--- src/rtl/pt_walker_sv.sv ---
// pt_walker_sv: hardware page-table walker (Sv39 with LEVELS=3, Sv48 with LEVELS=4).
// Takes one VA per request, walks the tables from ptbr by fetching each PTE as a full cache
// line over the arbitrated main bus, and returns one PA together with fault and level status.
// Optional feature: define PTW_LASTHIT_EN to keep the last non-faulting translation in a
// one-entry register so a repeated VPN under the same ptbr completes without bus traffic.
`timescale 1ns/1ps

`ifndef SYSBUS_READ
`define SYSBUS_READ 1'b1
`endif
`ifndef SYSBUS_MEMORY
`define SYSBUS_MEMORY 4'b0001
`endif

module pt_walker_sv #(
  parameter int BUS_DATA_WIDTH = 64,
  parameter int BUS_TAG_WIDTH  = 13,
  parameter int LEVELS         = 3,
  parameter int LINE_BEATS     = 8
) (
  input  logic                      clk,
  input  logic                      reset,
  input  logic [63:0]               ptbr,
  input  logic                      req_valid,
  output logic                      req_ready,
  input  logic [63:0]               req_va,
  output logic                      resp_valid,
  output logic [63:0]               resp_pa,
  output logic                      resp_fault,
  output logic [1:0]                resp_level,
  output logic                      abtr_reqcyc,
  input  logic                      abtr_grant,
  output logic                      bus_busy,
  output logic                      main_bus_reqcyc,
  output logic [63:0]               main_bus_req,
  output logic [BUS_TAG_WIDTH-1:0]  main_bus_reqtag,
  input  logic                      main_bus_respcyc,
  input  logic [BUS_DATA_WIDTH-1:0] main_bus_resp,
  input  logic [BUS_TAG_WIDTH-1:0]  main_bus_resptag,
  output logic                      main_bus_respack
);

  localparam int VA_WIDTH = 12 + 9 * LEVELS;
  localparam int BEAT_W   = $clog2(LINE_BEATS);
  localparam logic [63:0] LINE_MASK = 64'(LINE_BEATS * 8 - 1);
  localparam logic [1:0]  TOP_LVL   = 2'(LEVELS - 1);
  localparam logic [BUS_TAG_WIDTH-1:0] READ_TAG =
    (BUS_TAG_WIDTH'(`SYSBUS_READ) << 12) | (BUS_TAG_WIDTH'(`SYSBUS_MEMORY) << 8);

  typedef enum logic [2:0] {
    S_IDLE,
    S_ARB,
    S_REQ,
    S_WAIT,
    S_BEAT,
    S_CHECK,
    S_DONE
  } state_t;

  // Byte offset of the PTE selected by the VPN field of a given level.
  function automatic logic [63:0] vpn_off(input logic [63:0] va, input logic [1:0] lvl);
    logic [8:0] idx;
    idx = va[12 + 9 * int'(lvl) +: 9];
    return {52'd0, idx, 3'd0};
  endfunction

  // Mask of the page-offset bits for a leaf found at the given level.
  function automatic logic [63:0] page_mask(input logic [1:0] lvl);
    return (64'd1 << (12 + 9 * int'(lvl))) - 64'd1;
  endfunction

  state_t                     state_q, state_d;
  logic [1:0]                 lvl_q, lvl_d;
  logic [BEAT_W-1:0]          beat_q, beat_d;
  logic [63:0]                va_q, va_d;
  logic [63:0]                addr_q, addr_d;
  logic [BUS_DATA_WIDTH-1:0]  pte_q, pte_d;

  logic                       req_ready_q, req_ready_d;
  logic                       resp_valid_q, resp_valid_d;
  logic [63:0]                resp_pa_q, resp_pa_d;
  logic                       resp_fault_q, resp_fault_d;
  logic [1:0]                 resp_level_q, resp_level_d;
  logic                       abtr_reqcyc_q, abtr_reqcyc_d;
  logic                       bus_busy_q, bus_busy_d;
  logic                       reqcyc_q, reqcyc_d;
  logic [63:0]                req_addr_q, req_addr_d;
  logic [BUS_TAG_WIDTH-1:0]   reqtag_q, reqtag_d;

  logic                       beat_hit;
  logic [BEAT_W-1:0]          sel_beat;
  logic                       va_canon;
  logic                       pte_v, pte_r, pte_w, pte_x;
  logic [63:0]                ppn_base;
  logic [63:0]                cur_mask;
  logic [63:0]                leaf_pa;
  logic                       misaligned;
  logic                       unused_pte_bits;

`ifdef PTW_LASTHIT_EN
  logic                       lh_valid_q, lh_valid_d;
  logic [63:0]                lh_va_q, lh_va_d;
  logic [63:0]                lh_ptbr_q, lh_ptbr_d;
  logic [63:0]                lh_pa_q, lh_pa_d;
  logic [1:0]                 lh_lvl_q, lh_lvl_d;
  logic [63:0]                walk_ptbr_q, walk_ptbr_d;
  logic [63:0]                ptbr_prev_q;
  logic [63:0]                lh_mask;
  logic                       lh_hit;
`endif

  // Only beats carrying our read tag belong to this walk; they are acked as they arrive.
  assign beat_hit = (state_q == S_WAIT || state_q == S_BEAT) && main_bus_respcyc &&
                    (main_bus_resptag == READ_TAG);
  assign main_bus_respack = beat_hit;

  assign sel_beat = addr_q[BEAT_W+2:3];
  assign va_canon = (req_va[63:VA_WIDTH] == {(64 - VA_WIDTH){req_va[VA_WIDTH-1]}});

  assign pte_v      = pte_q[0];
  assign pte_r      = pte_q[1];
  assign pte_w      = pte_q[2];
  assign pte_x      = pte_q[3];
  assign ppn_base   = {8'd0, pte_q[53:10], 12'd0};
  assign cur_mask   = page_mask(lvl_q);
  // A superpage leaf must have its PPN bits below the leaf level cleared.
  assign misaligned = |(ppn_base & cur_mask);
  assign leaf_pa    = (ppn_base & ~cur_mask) | (va_q & cur_mask);
  assign unused_pte_bits = ^{pte_q[BUS_DATA_WIDTH-1:54], pte_q[9:4]};

`ifdef PTW_LASTHIT_EN
  assign lh_mask = page_mask(lh_lvl_q);
  assign lh_hit  = lh_valid_q && (ptbr == lh_ptbr_q) && ((req_va & ~lh_mask) == lh_va_q);
`endif

  // Next-state, next-result and registered-output computation for the walk FSM.
  always_comb begin
    state_d      = state_q;
    lvl_d        = lvl_q;
    beat_d       = beat_q;
    va_d         = va_q;
    addr_d       = addr_q;
    pte_d        = pte_q;
    resp_pa_d    = resp_pa_q;
    resp_fault_d = resp_fault_q;
    resp_level_d = resp_level_q;
`ifdef PTW_LASTHIT_EN
    lh_valid_d   = lh_valid_q;
    lh_va_d      = lh_va_q;
    lh_ptbr_d    = lh_ptbr_q;
    lh_pa_d      = lh_pa_q;
    lh_lvl_d     = lh_lvl_q;
    walk_ptbr_d  = walk_ptbr_q;
    if (ptbr != ptbr_prev_q) lh_valid_d = 1'b0;
`endif

    case (state_q)
      S_IDLE: begin
        if (req_valid) begin
          va_d         = req_va;
          lvl_d        = TOP_LVL;
          beat_d       = '0;
          addr_d       = ptbr + vpn_off(req_va, TOP_LVL);
          resp_pa_d    = '0;
          resp_fault_d = 1'b0;
          resp_level_d = '0;
`ifdef PTW_LASTHIT_EN
          walk_ptbr_d  = ptbr;
`endif
          if (!va_canon) begin
            state_d      = S_DONE;
            resp_fault_d = 1'b1;
            resp_level_d = TOP_LVL;
          end
`ifdef PTW_LASTHIT_EN
          else if (lh_hit) begin
            state_d      = S_DONE;
            resp_pa_d    = lh_pa_q | (req_va & lh_mask);
            resp_level_d = lh_lvl_q;
          end
`endif
          else begin
            state_d = S_ARB;
          end
        end
      end
      S_ARB: begin
        if (abtr_grant) state_d = S_REQ;
      end
      S_REQ: begin
        beat_d  = '0;
        state_d = S_WAIT;
      end
      S_WAIT, S_BEAT: begin
        if (beat_hit) begin
          if (beat_q == sel_beat) pte_d = main_bus_resp;
          if (beat_q == BEAT_W'(LINE_BEATS - 1)) begin
            state_d = S_CHECK;
          end else begin
            beat_d  = beat_q + 1'b1;
            state_d = S_BEAT;
          end
        end
      end
      S_CHECK: begin
        if (!pte_v || (!pte_r && pte_w) ||
            ((pte_r || pte_x) && misaligned) ||
            (!pte_r && !pte_x && lvl_q == 2'd0)) begin
          state_d      = S_DONE;
          resp_fault_d = 1'b1;
          resp_pa_d    = '0;
          resp_level_d = lvl_q;
        end else if (pte_r || pte_x) begin
          state_d      = S_DONE;
          resp_fault_d = 1'b0;
          resp_pa_d    = leaf_pa;
          resp_level_d = lvl_q;
`ifdef PTW_LASTHIT_EN
          lh_valid_d   = (ptbr == ptbr_prev_q);
          lh_va_d      = va_q & ~cur_mask;
          lh_ptbr_d    = walk_ptbr_q;
          lh_pa_d      = leaf_pa & ~cur_mask;
          lh_lvl_d     = lvl_q;
`endif
        end else begin
          lvl_d   = lvl_q - 2'd1;
          addr_d  = ppn_base + vpn_off(va_q, lvl_q - 2'd1);
          state_d = S_ARB;
        end
      end
      S_DONE: begin
        state_d = S_IDLE;
      end
      default: begin
        state_d = S_IDLE;
      end
    endcase

    req_ready_d   = (state_d == S_IDLE);
    resp_valid_d  = (state_d == S_DONE);
    abtr_reqcyc_d = (state_d == S_ARB);
    bus_busy_d    = (state_d == S_REQ) || (state_d == S_WAIT) || (state_d == S_BEAT);
    reqcyc_d      = (state_d == S_REQ);
    req_addr_d    = (state_d == S_REQ) ? (addr_d & ~LINE_MASK) : 64'd0;
    reqtag_d      = (state_d == S_REQ) ? READ_TAG : '0;
  end

  // FSM state, walk level, beat counter, result and output registers.
  always_ff @(posedge clk or negedge reset) begin
    if (!reset) begin
      state_q       <= S_IDLE;
      lvl_q         <= '0;
      beat_q        <= '0;
      req_ready_q   <= 1'b1;
      resp_valid_q  <= 1'b0;
      resp_pa_q     <= '0;
      resp_fault_q  <= 1'b0;
      resp_level_q  <= '0;
      abtr_reqcyc_q <= 1'b0;
      bus_busy_q    <= 1'b0;
      reqcyc_q      <= 1'b0;
      req_addr_q    <= '0;
      reqtag_q      <= '0;
    end else begin
      state_q       <= state_d;
      lvl_q         <= lvl_d;
      beat_q        <= beat_d;
      req_ready_q   <= req_ready_d;
      resp_valid_q  <= resp_valid_d;
      resp_pa_q     <= resp_pa_d;
      resp_fault_q  <= resp_fault_d;
      resp_level_q  <= resp_level_d;
      abtr_reqcyc_q <= abtr_reqcyc_d;
      bus_busy_q    <= bus_busy_d;
      reqcyc_q      <= reqcyc_d;
      req_addr_q    <= req_addr_d;
      reqtag_q      <= reqtag_d;
    end
  end

  // Walk datapath: latched VA, current PTE address and selected PTE (no reset needed).
  always_ff @(posedge clk) begin
    va_q   <= va_d;
    addr_q <= addr_d;
    pte_q  <= pte_d;
  end

`ifdef PTW_LASTHIT_EN
  // Last-hit entry; invalidated on reset and whenever ptbr changes.
  always_ff @(posedge clk or negedge reset) begin
    if (!reset) begin
      lh_valid_q  <= 1'b0;
      lh_va_q     <= '0;
      lh_ptbr_q   <= '0;
      lh_pa_q     <= '0;
      lh_lvl_q    <= '0;
      walk_ptbr_q <= '0;
      ptbr_prev_q <= '0;
    end else begin
      lh_valid_q  <= lh_valid_d;
      lh_va_q     <= lh_va_d;
      lh_ptbr_q   <= lh_ptbr_d;
      lh_pa_q     <= lh_pa_d;
      lh_lvl_q    <= lh_lvl_d;
      walk_ptbr_q <= walk_ptbr_d;
      ptbr_prev_q <= ptbr;
    end
  end
`endif

  assign req_ready       = req_ready_q;
  assign resp_valid      = resp_valid_q;
  assign resp_pa         = resp_pa_q;
  assign resp_fault      = resp_fault_q;
  assign resp_level      = resp_level_q;
  assign abtr_reqcyc     = abtr_reqcyc_q;
  assign bus_busy        = bus_busy_q;
  assign main_bus_reqcyc = reqcyc_q;
  assign main_bus_req    = req_addr_q;
  assign main_bus_reqtag = reqtag_q;

endmodule

--- config.mk ---
export PLATFORM = sky130hd
export DESIGN_NAME = pt_walker_sv
export DESIGN_NICKNAME = d
export VERILOG_FILES = /design/src/rtl/pt_walker_sv.sv
export SDC_FILE = /design/constraint.sdc
export NUM_CORES = 1
export LEC_CHECK = 0
export CAP_MARGIN = 30
export CORE_MARGIN = 1.5
export CORE_UTILIZATION = 50
export CTS_CLUSTER_DIAMETER = 80
export CTS_CLUSTER_SIZE = 25
export DETAILED_ROUTE_END_ITERATION = 8
export PLACE_DENSITY_LB_ADDON = 0.3
export SETUP_SLACK_MARGIN = 0.15
export SYNTH_ARGS = -nofsm -noshare
export SYNTH_HDL_FRONTEND = slang
export SYNTH_SLANG_ARGS = --single-unit
--- constraint.sdc ---
create_clock -name clk -period 7.6 [get_ports clk]
set_input_delay 1.14 -clock clk [delete_from_list [all_inputs] [get_ports clk]]
set_output_delay 1.14 -clock clk [all_outputs]
set_load 0.01 [all_outputs]
# After elaboration in Yosys (flattened, before gate mapping)

Index checks and enable logic that the tools add are counted.

Shifts and indexed selects: 2
Bitwise gates (word level): 5
Eq/ne operators: 20
Multiply operators: 2
Mux-type cells: 36
Reduce and logical (&&, ||, !) cells: 28
Add/sub/neg operators: 7

Operators with widths:

| cell                    | count |
|---|---|
| $mux W64                | 7 |
| $pmux W64 S2            | 2 |
| $and A56 B64 Y64        | 2 |
| $add A64 B12 Y64        | 1 |
| $and A64 B64 Y64        | 1 |
| $not A64 Y64            | 1 |
| $or A64 B64 Y64         | 1 |
| $reduce_or A64 Y1       | 1 |
| $shiftx A64 B8 Y9       | 1 |
| $shl A1 B7 Y64 const A  | 1 |
| $sub A64 B1 Y64 const B | 1 |
| $add A56 B12 Y57        | 1 |
| $mux W3                 | 9 |
| $eq A25 B25 Y1          | 1 |
| $eq A3 B3 Y1 const B    | 5 |
| $pmux W3 S5             | 1 |
| $add A4 B6 Y7 const A   | 2 |
| $mux W2                 | 7 |
| $eq A13 B13 Y1 const B  | 1 |
| $mux W13                | 1 |
| $eq A3 B2 Y1 const B    | 4 |
| $mul A4 B2 Y6 const A   | 2 |
| $ne A2 B2 Y1 const B    | 5 |
| $pmux W3 S3             | 1 |
| other kinds (19)        | 41 |

Word-level logic and storage cells: 117
Register bits after elaboration: 339
Output and inout bits: 150

# Longest topological paths before layout

Word-level depth: 14
Mapped depth: 13
Gate-level depth less buffers: 11

# Worst setup path after synthesis

OpenSTA, ideal clock, no wires.

Path kind: input to register
From: input port main_bus_resptag[1]
To: register pte_q[0] (enable)
Stages on the path: 4
Path buffers: 0
Setup time: 0.573 ns
Arrival: 6.540 ns
Required time: 7.027 ns
Path slack: 0.487 ns
Path through: nor4b_1 > nand4_1 > o21bai_1 > nor4_1

Longest elaborated chain between the ends: 3

Ends and longest elaborated chain:

| what                               | RTL line | source |
|---|---|---|
| from (decl)                        | 39       | `input logic [BUS_TAG_WIDTH-1:0] main_bus_resptag,` |
| $eq A13 B13 Y1                     | 114      | `(main_bus_resptag == READ_TAG);` |
| $logic_and A1 B1 Y1                | 113      | `assign beat_hit = (state_q == S_WAIT \|\| state_q == S_BEAT) && main_bus_respcyc &&` |
| $reduce_and A3 Y1 (no source line) | n/a      |  |
| to (signal assigned)               | 285      | `pte_q <= pte_d;` |
| to (decl)                          | 77       | `logic [BUS_DATA_WIDTH-1:0] pte_q, pte_d;` |

No other way between the ends.
A chain may end at the register's enable or synchronous reset.

# Final worst setup path

From: input port main_bus_resptag[1]
To: output port main_bus_respack

Longest elaborated chain between the ends: 2

Ends and longest elaborated chain:

| what                | RTL line | source |
|---|---|---|
| $eq A13 B13 Y1      | 114      |  |
| $logic_and A1 B1 Y1 | 113      |  |
| to (decl)           | 40       | `output logic main_bus_respack` |

No other way between the ends.

==> results.yml <==
sta:
  rsz0062_at_grt: "no"
  hold_viol: 0
  timing.final.crit_period_ns: 4.314
  skew_ns: 0.02893
  max_slew.worst_pin.slew_ns: 1.047
  slew_violations: 0
  min_period_over_period_pct: 56.76
  final.setup.tns_ns: 0
  max_freq_mhz: 231.8
  setup_viol: 0
  relSlewSlack_pct: 30.23
global_routing:
  antenna_found_initial: 0
  grt_first_pass_wirelength_um: 67440
  grt_pass1_vias: 11223
  grt_max_degree: 72
  grt-ovfl-total: 0
  grtUsageTotal_pct: 31.06
clock_network:
  cts_post_setup_buffers_inserted: 0
  cts_max_level: 1
  cts.sinks: 311
  cts_resized: 0
  cts_tree: "done"
  clk_pin_slew_ns: 0.09
  insertion_delay_ns: 0.53
  cts_buffers: 17
  hold_buffers: 0
  cts.path.max_buffers: 3
  cts_root_buffer: "clkbuf_16"
yosys:
  syn_area_sq_um: 14130
  yosysSeqAreaShare_pct: 57.11
  synth-edff-count: 115
  synth_seq_cells: 311
  yosysWarningCount: 0
  yosysTopAreaCell: "edfxtp_1"
  yosys_most_used_dff: "dfrtp_1"
  synth_top_cell_area_share_pct: 24.44
  synth.area.top_cells: "edfxtp_1 24%, dfrtp_1 24%, dfxtp_1 8.2%"
  synth.distinct_cells: 83
  synth_area_per_cell_sq_um: 10.96
  postSynth.asyncResetShare_pct: 44.37
  synthCells: 1289
die:
  num_rows: 61
  pin_count: 360
  core_area_sq_um: 27780
  die_width_um: 171.1
  die-area_sq_um: 29280
  initial_utilization_pct: 50.86
  die_h_um: 171.1
place:
  post-dp-hpwl_um: 33380
  dp.cells: 1935
  portBuffers: 323
  place.gp.congestion: 0.9294
drt:
  wl_per_cell_um: 23.09
  via_per_inst: 5.931
  routed_wirelength_um: 45370
  drc: 0
  dr.pass1.iters: 6
  vias: 11654
  ant_nets: 0
  drt_iter0_markers: 1219
pwr:
  power_mw: 4.448
  power.density_nw_per_um2: 245.7
  peakVddDrop_mv: 0.1729
  p_leak_nw: 6.963
job:
  cap_violations: 0
worst_hold_path:
  hold_path.class: "reg -> reg"
finish:
  area_growth_syn_to_layout_pct: 28.15
  n_fill_cell: 2198
  fin_cells: 1965
  drive_gt1_share_pct: 4.411
  final_nets: 1809
  n_antenna_cell: 0
critical_path:
  worstSetupPathType: "in -> out"
  cp-start-kind: "input pin"
  end_kind: "output pin"
  arrival_ns: 3.17
  cp_max_fo: 5
  cp_data_required_time_ns: 6.46
run_status:
  status: "finished, final reports clean"
## kinds of logic after synthesis
| group | synth area share (%) |
|---|---|
| simple gates | 16.57 |
| flops | 57.11 |
| compound gates | 12.52 |
| buf+inv | 3.719 |
| mux | 5.056 |
| xor+xnor | 2.913 |
| fa+ha+maj | 2.090 |
| other cells | 0.02654 |
## worst paths after layout
path	end	cells past startpoint	slack (ns)	from
max	main_bus_respack	6	3.29	main_bus_resptag[1]
min	addr_q[56]	2	0.45	addr_q[56]
max reg2reg	resp_pa[63]	12	3.44	lvl_q[1]
min reg2reg	addr_q[56]	2	0.45	addr_q[56]
max in group asynchronous	main_bus_reqtag[8]	2	5.61	reset
min in group asynchronous	resp_pa[18]	1	0.63	reset
## sequential cells by signal (all words and copies together) (netlist names), 2 cells and up
| name | count |
|---|---|
| state_q | 3 |
| addr_q | 61 |
| resp_pa | 64 |
| resp_level | 2 |
| main_bus_req | 58 |
| beat_q | 3 |
| lvl_q | 2 |
| va_q | 64 |
| pte_q | 48 |
## where the power goes
part	switching (mW)	internal, mW	total, mW
registers	0.124	2.01	2.13
logic	0.679	0.631	1.31
clock network	0.571	0.437	1.01
total	1.37	3.08	4.45
## synthesized netlist by cell type (4+ instances only)
library cell,instances
o21ai_0,54
a22oi_1,33
nor4b_1,7
ha_1,22
dfrtp_1,137
buf_4,19
buf_2,30
o211ai_1,7
and2_1,28
edfxtp_1,115
a21oi_1,33
nand2_1,160
nor3b_1,6
inv_1,27
mux2i_1,50
nor3_1,25
nor2_1,83
a211oi_1,7
o21bai_1,4
a32o_1,4
nor4_1,34
xor2_1,11
and3_1,15
o21ai_1,73
a22o_1,7
xnor2_1,36
nor2b_1,4
or3_1,9
mux4_2,9
a221o_1,5
nand3_1,39
a21o_1,8
nand4_1,22
dfxtp_1,58
o21a_1,5
clkbuf_1,32
## per-stage QoR
step	area, sq um	hold WS, ns	setup WS [ns]	util (%)
finish	18110	0.4494	3.286	65.18
global route	18110	0.4828	3.101	65.18
CTS	18110	0.4531	3.247	65.18
detailed placement	17600	0.4299	3.095	63.35
global placement	17600	0.4270	3.115	63.35
floorplan	14190	0.4071	0.4869	-
## routing by layer
metal	routed length [um]	share of wire [%]	track usage, %	up-vias
li1	-	-	-	5248
met1	18180	40	41.96	5657
met2	21670	48	51.57	662
met3	3727	8.2	3.678	87
met4	1789	3.9	11.63	0
met5	0	0	0	-
## cell usage in the layout (no fill, tap or decap), types with 9 or more instances in the layout
cell	count
a21oi_1	33
a22oi_1	33
and2_1	28
and3_1	15
buf_4	12
clkbuf_16	17
clkdlybuf4s50_1	322
conb_1	17
dfrtp_1	137
dfxtp_1	58
edfxtp_1	115
ha_1	22
inv_1	26
mux2i_1	50
mux4_2	9
nand2_1	160
nand3_1	38
nand4_1	22
nor2_1	81
nor3_1	25
nor4_1	33
o21ai_0	54
o21ai_1	73
or3_1	9
xnor2_1	36
xor2_1	11
## final cells by class
| type | count | area (sq um) | share of cell area [%] |
|---|---|---|---|
| clock inverter | 5 | 51.30 | 0.2833 |
| multi-input combinational | 883 | 5628 | 31.08 |
| inverter | 28 | 106.4 | 0.5873 |
| tap | 378 | 473.0 | 2.612 |
| sequential | 311 | 8069 | 44.56 |
| timing repair buffer | 335 | 3324 | 18.36 |
| clock buffer | 25 | 455.4 | 2.515 |
## critical path: stages
cell	delay (ns)
clkdlybuf4s50_1	0.40
nor4b_1	0.35
nand4_1	0.29
o21bai_1	0.34
inv_1	0.10
clkdlybuf4s50_1	0.55
Note: power is estimated with default switching activity, not from simulation.
